### src/rtl/seven_seg_scan_driver.sv
// Four-digit seven-segment scan controller: cycles en/num through a shadowed 16-bit value.
// Latency: outputs registered; a loaded value reaches the display at the next frame start (<= 4*REFRESH_DIV+1 clks).
// Backpressure: none; load is never refused, and a newer load overwrites an untransferred one. Optional: LEADING_ZERO_BLANK_EN.
module seven_seg_scan_driver #(
    parameter int REFRESH_DIV = 100000
) (
    input  logic        clk,
    input  logic        rst_n,
    input  logic [15:0] value_in,
    input  logic        load,
    output logic        load_ack,
    output logic [1:0]  en,
    output logic [3:0]  num,
    output logic        blank,
    output logic        frame_done
);

    localparam int CW = (REFRESH_DIV > 2) ? $clog2(REFRESH_DIV) : 1;

    logic [CW-1:0] cnt;
    logic [15:0]   shadow;
    logic [15:0]   pend_val;
    logic          pending;

    logic          tick;
    logic          boundary;
    logic [1:0]    en_nxt;
    logic [15:0]   shadow_nxt;
    logic [3:0]    num_nxt;
    logic          blank_nxt;

    always_comb begin
        tick       = (cnt == CW'(REFRESH_DIV - 1));
        boundary   = tick && (en == 2'd3);
        en_nxt     = tick ? en + 2'd1 : en;
        // num/blank are derived from the post-edge shadow so a frame swap never shows a stale nibble
        shadow_nxt = (boundary && pending) ? pend_val : shadow;
        num_nxt    = shadow_nxt[{en_nxt, 2'b00} +: 4];
        blank_nxt  = 1'b0;
`ifdef LEADING_ZERO_BLANK_EN
        case (en_nxt)
            2'd1:    blank_nxt = (shadow_nxt[15:4]  == 12'h000);
            2'd2:    blank_nxt = (shadow_nxt[15:8]  == 8'h00);
            2'd3:    blank_nxt = (shadow_nxt[15:12] == 4'h0);
            default: blank_nxt = 1'b0;
        endcase
`endif
    end

    always_ff @(posedge clk or negedge rst_n) begin
        if (!rst_n) begin
            cnt        <= '0;
            en         <= 2'd0;
            num        <= 4'd0;
            blank      <= 1'b0;
            shadow     <= 16'h0000;
            pending    <= 1'b0;
            pend_val   <= 16'h0000;
            load_ack   <= 1'b0;
            frame_done <= 1'b0;
        end else begin
            cnt        <= tick ? '0 : cnt + CW'(1);
            en         <= en_nxt;
            num        <= num_nxt;
            blank      <= blank_nxt;
            shadow     <= shadow_nxt;
            load_ack   <= boundary && pending;
            frame_done <= boundary;
            // a load on the boundary edge queues behind the value being transferred
            if (load) begin
                pend_val <= value_in;
                pending  <= 1'b1;
            end else if (boundary) begin
                pending  <= 1'b0;
            end
        end
    end

endmodule

### config.mk
export PLATFORM = sky130hd
export DESIGN_NAME = seven_seg_scan_driver
export DESIGN_NICKNAME = d
export VERILOG_FILES = /design/src/rtl/seven_seg_scan_driver.sv
export SDC_FILE = /design/constraint.sdc
export NUM_CORES = 1
export LEC_CHECK = 0
export ABC_CLOCK_PERIOD_IN_PS = 3400
export CAP_MARGIN = 40
export CORE_MARGIN = 2
export CORE_UTILIZATION = 35
export CTS_CLUSTER_SIZE = 30
export DETAILED_ROUTE_END_ITERATION = 8
export PLACE_DENSITY_LB_ADDON = 0.1
export RECOVER_POWER = 25
export SLEW_MARGIN = 20
export SYNTH_ARGS = -nofsm -noshare
export SYNTH_HDL_FRONTEND = slang
export SYNTH_SLANG_ARGS = --single-unit
### constraint.sdc
create_clock -name clk -period 3.4 [get_ports clk]
set_input_delay 0.68 -clock clk [delete_from_list [all_inputs] [get_ports clk]]
set_output_delay 0.68 -clock clk [all_outputs]
set_load 0.005 [all_outputs]
==> impl_metrics.py, run 1 <==
metrics = {
    "final_layout": {
        "fill_cells": 598,
        "most-common-layout-cells": "58 x dfrtp_1, 25 x clkdlybuf4s50_1, 22 x mux2_2",
        "multi_input_area_sq_um": 897,
        "nNetsFinal": 237,
        "drive_above_1_share_pct": 22.2,
        "final_cell_area_sq_mm": 0.00298,
        "syn_to_final_growth_pct": 23.8,
        "utilization_pct": 44.3,
        "insertedDiodeCount": 0,
        "layout.area.seq_sq_mm": 0.00145,
        "final_common_cell": "dfrtp_1",
    },
    "grt": {
        "grt.busiest_layer": "met1",
        "grt_usage_pct": 13.5,
        "grt_max_degree": 32,
        "use_met1_pct": 19.1,
        "overflow": 0,
        "grt_util_met3_pct": 5.50,
        "grt_pass1_wl_um": 7640,
        "use_met2_pct": 18.2,
        "first_global_vias": 1537,
        "antenna_found_initial": 0,
    },
    "yosys": {
        "async_reset_ff_share_pct": 100,
        "synth_area_sq_mm": 0.00241,
        "ys.flop_type": "dfrtp_1",
        "syn-num-nets": 200,
        "synth_cell_types": 34,
        "syn_avg_cell_area_sq_um": 13.4,
        "ys_warn_count": 0,
        "synth_edf_count": 0,
        "ys_seq_elements": 58,
        "syn-instance-count": 179,
        "ys_seq_area_share_pct": 60.3,
    },
    "pwr": {
        "power.density_mw_per_mm2": 494,
        "p_clk_share_pct": 46.8,
        "ir_drop_uv": 224,
        "combPwrFrac_pct": 4.2,
        "p_int_mw": 1.18,
        "switchingPower_mw": 0.295,
        "swShare_pct": 20.1,
        "leakagePower_nw": 1.35,
        "p_seq_share_pct": 49.0,
    },
    "worst_setup_path": {
        "endpoint": "num[2]",
        "reg2reg_depth": 8,
        "critPathLaunch": "cnt[12]",
        "path_max_fanout": 16,
        "startpoint_type": "flip-flop",
        "r2r_end": "num[2]",
        "cp_data_required_time_ps": 3620,
        "worstSetupPathType": "flip-flop to flip-flop",
        "regToRegSetupSlack_ps": 760,
        "timing.rr.start": "cnt[12]",
        "end_kind": "flip-flop",
        "arrival_ps": 2860,
    },
    "job": {
        "drv_cap": 1,
    },
    "clock_network": {
        "cts_tree": "built",
        "h-tree-depth": 3,
        "numCtsBuffers": 9,
        "cts-root-buf": "clkbuf_8",
        "ctsHoldBuffers": 0,
        "path_clk_slew_ps": 60,
        "cts.path.max_buffers": 2,
        "post_cts_resized": 0,
        "cts_setup_buffers": 0,
        "cts.sink_count": 58,
        "clk_latency_ps": 330,
    },
    "floorplanning": {
        "dieArea_sq_mm": 0.00755,
        "rows": 30,
        "fp.coreArea_sq_mm": 0.00672,
        "die_w_um": 86.9,
        "start_util_pct": 35.8,
        "die_h_um": 86.9,
        "boundaryPins": 28,
    },
    "worst_hold_path": {
        "hp-class": "input port to async pin",
    },
    "route": {
        "route.detailed.drc": 0,
        "viasPerCell": 4.96,
        "vias": 1492,
        "wl_per_cell_um": 14.9,
        "drtAntennaViolNets": 0,
        "drt-initial-drc-count": 91,
        "first_pass_iters": 4,
        "wl_um": 4480,
    },
    "place": {
        "place_hpwl_um": 3160,
        "dpl_cell_area_sq_mm": 0.00276,
        "io_buffers": 26,
        "routabilityCongestion": 0.843,
    },
    "sta": {
        "grt_setup_unrepaired": "false",
        "fmax_mhz": 379,
        "holdWs_ps": 370,
        "period_needed_ps": 2640,
        "tightest_slew_ps": 1680,
        "slew_headroom_pct": -12.0,
        "hold_viol_final": 0,
        "drv_slew": 32,
        "layout_worst_path_cycle_share_pct": 77.6,
        "tns_ps": 0,
        "fin_skew_ps": 6.06,
        "setup_viol": 0,
    },
    "status": {
        "outcome": "finished, violations left",
        "violations": "max-capacitance violations, max-slew violations",
    },
}
## cells in the mapped netlist, types with 2 or more instances
cell type / number / share of area, %
and2_1: 2 / 0.52
nand3_1: 7 / 1.5
nor2_1: 13 / 2.0
mux2_1: 5 / 2.3
xnor2_1: 8 / 2.9
dfrtp_1: 58 / 60
mux2_2: 22 / 10
o22ai_1: 8 / 2.1
nand2_1: 11 / 1.7
nand4_1: 3 / 0.78
nor3_1: 2 / 0.42
mux2_4: 5 / 3.1
clkbuf_1: 2 / 0.31
xor2_1: 7 / 2.5
clkinv_1: 2 / 0.31
ha_1: 2 / 1.0
and3_1: 5 / 1.3
## final cells by class
class | count | area share, %
clock buffers | 11 | 4.75
clock inverters | 5 | 2.61
inverters | 2 | 0.252
multi-input cells | 113 | 30.1
flip-flops and latches | 58 | 48.7
well taps | 80 | 3.36
repair buffers | 32 | 10.2
## cells by family (layout without fill, tap and decap cells)
logic type                 count (synthesis)  in the layout  synth area share [%]
AOI/OAI and AO/OA                         11             11                  2.81
xor gates and xnor gates                  15             15                  5.46
adders and majority gates                  2              2                  1.04
buffers and inverters                      8             50                  2.39
DFF                                       58             58                  60.3
muxes                                     33             33                  16.2
other                                      1              1                 0.156
and+or+nand+nor                           51             51                  11.6
## worst min-delay path by stage
stage / startpoint / to / slack, ps / cells past startpoint
3_3_place_gp: shadow[11] / shadow[11] / 470 / 1
4_1_cts: rst_n / cnt[13] / 230 / 1
5_1_grt: rst_n / cnt[15] / 390 / 1
2_1_floorplan: rst_n / cnt[0] / 380 / 0
6_report: rst_n / cnt[13] / 370 / 1
3_5_place_dp: cnt[4] / cnt[4] / 480 / 1
## metal layers
metal | vias to the layer above | share of wire [%]
li1 | 698 | -
met3 | 6 | 6.4
met4 | 0 | 1.8
met1 | 740 | 50
met2 | 48 | 41
met5 | - | 0
## metrics by stage
step	cells	power, mW	worst slack (ps)
2_1_floorplan	179	0.753	1000
3_3_place_gp	283	0.793	830
3_5_place_dp	284	0.799	769
4_1_cts	300	1.50	753
5_1_grt	301	1.54	588
6_report	301	1.47	761
## power by group through the flow
stage	clock network (mW)	logic, mW	registers [mW]
after CTS	0.716	0.0652	0.721
after global routing	0.744	0.0697	0.723
after detailed placement	0	0.0648	0.734
after global placement	0	0.0592	0.734
after floorplan	0	0.0244	0.728
final	0.689	0.0623	0.721
## worst max-delay path: stages, from the launching register on
cell and delay (ps):
dfrtp_1 420, or4b_4 580, nor4_4 250, buf_4 230, and3_1 170, buf_4 260, mux2_2 380, o22ai_1 170
nor2_1 60
## flip-flops by register name (all words and copies together) (netlist names)
register,count
cnt,17
pend_val,16
load_ack,1
pending,1
frame_done,1
shadow,16
en,2
num,4
(Power assumes the default switching activity.)
==> run 2, diff against run 1 <==
Settings changed: ABC_CLOCK_PERIOD_IN_PS 3400 to 2800.
Clock period 3.4 ns to 2.8 ns, I/O delays scaled along.
==> run 2 against run 1 <==
The flow finishes with violations (max-capacitance violations). Sequential share of layout area rose by 0.35 points. Via count decreased by 2.0%. Total power rose by 21%. Cell area fell by 0.71%. Fmax rose by 7.3%. Die area unchanged. Worst hold slack better by 110 ps. Clock skew grew 2.1 ps. Wire length is 3.8% lower. Global-route usage is essentially flat. Critical path type unchanged. Largest cell class unchanged. Largest power group unchanged.
==> impl_metrics.py, run 2 (synthesized netlist as in run 1, its figures left out) <==
metrics = {
    "route": {
        "viasPerCell": 4.89,
        "wl_um": 4310,
        "vias": 1462,
        "wl_per_cell_um": 14.4,
        "first_pass_iters": 4,
        "drtAntennaViolNets": 0,
        "drt-initial-drc-count": 59,
        "route.detailed.drc": 0,
    },
    "worst_setup_path": {
        "path_delay_family": "simple AND/OR/NAND/NOR gates",
        "arrival_ps": 2680,
        "worstSetupPathType": "flip-flop to flip-flop",
        "max_stage_delay_ps": 580,
        "startpoint_type": "flip-flop",
        "cp_cell_sequence": "or4b_4, nor4_4, and3_1, buf_4, mux2_2, o22ai_1, nor2_1",
        "cp_data_required_time_ps": 3020,
        "end_kind": "flip-flop",
        "path_max_fanout": 16,
        "cp_num_buf_inv": 1,
        "cpMaxStageDelayCell": "or4b_4",
    },
    "final_layout": {
        "regMostFlops": "cnt",
        "final_cell_area_sq_mm": 0.00296,
        "insertedDiodeCount": 0,
        "final_cells": 299,
        "fill_cells": 603,
        "nNetsFinal": 235,
        "top_regs": "cnt x17, pend_val x16, shadow x16",
        "final_common_cell": "dfrtp_1",
        "drive_above_1_share_pct": 21.9,
        "most-common-layout-cells": "58 x dfrtp_1, 25 x clkdlybuf4s50_1, 22 x mux2_2",
        "syn_to_final_growth_pct": 22.9,
        "largest_reg_flops": 17,
        "utilization_pct": 44.0,
    },
    "sta": {
        "tightest_slew_ps": 1490,
        "drv_slew": 0,
        "holdWs_ps": 480,
        "tns_ps": 0,
        "fin_ws_ps": 340,
        "layout_worst_path_cycle_share_pct": 87.9,
        "period_needed_ps": 2460,
        "fin_skew_ps": 8.17,
        "slew_headroom_pct": 0.536,
        "setup_viol": 0,
        "hold_viol_final": 0,
        "grt_setup_unrepaired": "false",
        "fmax_mhz": 406,
    },
    "pwr": {
        "p_total_mw": 1.78,
        "power.density_mw_per_mm2": 603,
        "ir_drop_uv": 191,
        "leakagePower_nw": 1.34,
    },
    "clock_network": {
        "cts_tree": "built",
        "post_cts_resized": 0,
        "cts.path.max_buffers": 2,
        "cts.sink_count": 58,
        "clk_latency_ps": 330,
        "cts_setup_buffers": 0,
        "cts-root-buf": "clkbuf_8",
        "path_clk_slew_ps": 60,
        "numCtsBuffers": 9,
        "h-tree-depth": 3,
        "ctsHoldBuffers": 0,
    },
    "floorplanning": {
        "boundaryPins": 28,
        "fp.coreArea_sq_mm": 0.00672,
        "die_h_um": 86.9,
        "start_util_pct": 35.8,
        "rows": 30,
        "dieArea_sq_mm": 0.00755,
        "die_w_um": 86.9,
    },
    "grt": {
        "grt_pass1_wl_um": 7560,
        "grt_max_degree": 31,
        "overflow": 0,
        "grt_usage_pct": 13.5,
        "antenna_found_initial": 0,
        "first_global_vias": 1536,
    },
    "place": {
        "routabilityCongestion": 0.792,
        "place_hpwl_um": 3130,
        "dp.cells": 283,
        "io_buffers": 26,
        "dp_slack_ps": 315,
        "dpl_cell_area_sq_mm": 0.00275,
    },
    "job": {
        "drv_cap": 1,
    },
    "worst_hold_path": {
        "hp-class": "flip-flop to flip-flop",
    },
    "status": {
        "outcome": "finished, violations left",
        "violations": "max-capacitance violations",
    },
}
run 2: per-layer routing:
layer | wire [um] | track usage (%) | vias to the layer above | share of wire (%)
li1 | - | - | 699 | -
met1 | 2180 | 18.7 | 724 | 51
met2 | 1830 | 18.3 | 32 | 42
met3 | 200 | 3.51 | 7 | 4.6
met4 | 98 | 9.80 | 0 | 2.3
met5 | 0 | 0 | - | 0
run 2: layout make-up:
| type | count | area (sq um) | area share [%] |
|---|---|---|---|
| clock inverters | 5 | 77.6 | 2.62 |
| flip-flops and latches | 58 | 1450 | 49.1 |
| well taps | 80 | 100 | 3.39 |
| inverters | 2 | 7.51 | 0.254 |
| repair buffers | 30 | 282 | 9.52 |
| multi-input cells | 113 | 897 | 30.3 |
| clock buffers | 11 | 141 | 4.78 |
run 2: worst paths after layout:
| kind | start | to | slack (ps) | cells past startpoint |
|---|---|---|---|---|
| worst max-delay path | cnt[12] | num[3] | 340 | 7 |
| worst min-delay path | cnt[0] | cnt[0] | 480 | 1 |
| worst max register to register | cnt[12] | num[3] | 340 | 7 |
| worst min register to register | cnt[0] | cnt[0] | 480 | 1 |
| max in group asynchronous | rst_n | cnt[15] | 780 | 2 |
| min in group asynchronous | rst_n | pend_val[9] | 580 | 1 |
run 2: power by group:
group / total (mW) / switching, mW / internal, mW / leakage, nW
registers: 0.876 / 0.0141 / 0.862 / 0.754
logic: 0.0707 / 0.0287 / 0.0420 / 0.480
clock network: 0.838 / 0.316 / 0.522 / 0.109
total: 1.78 / 0.359 / 1.43 / 1.34
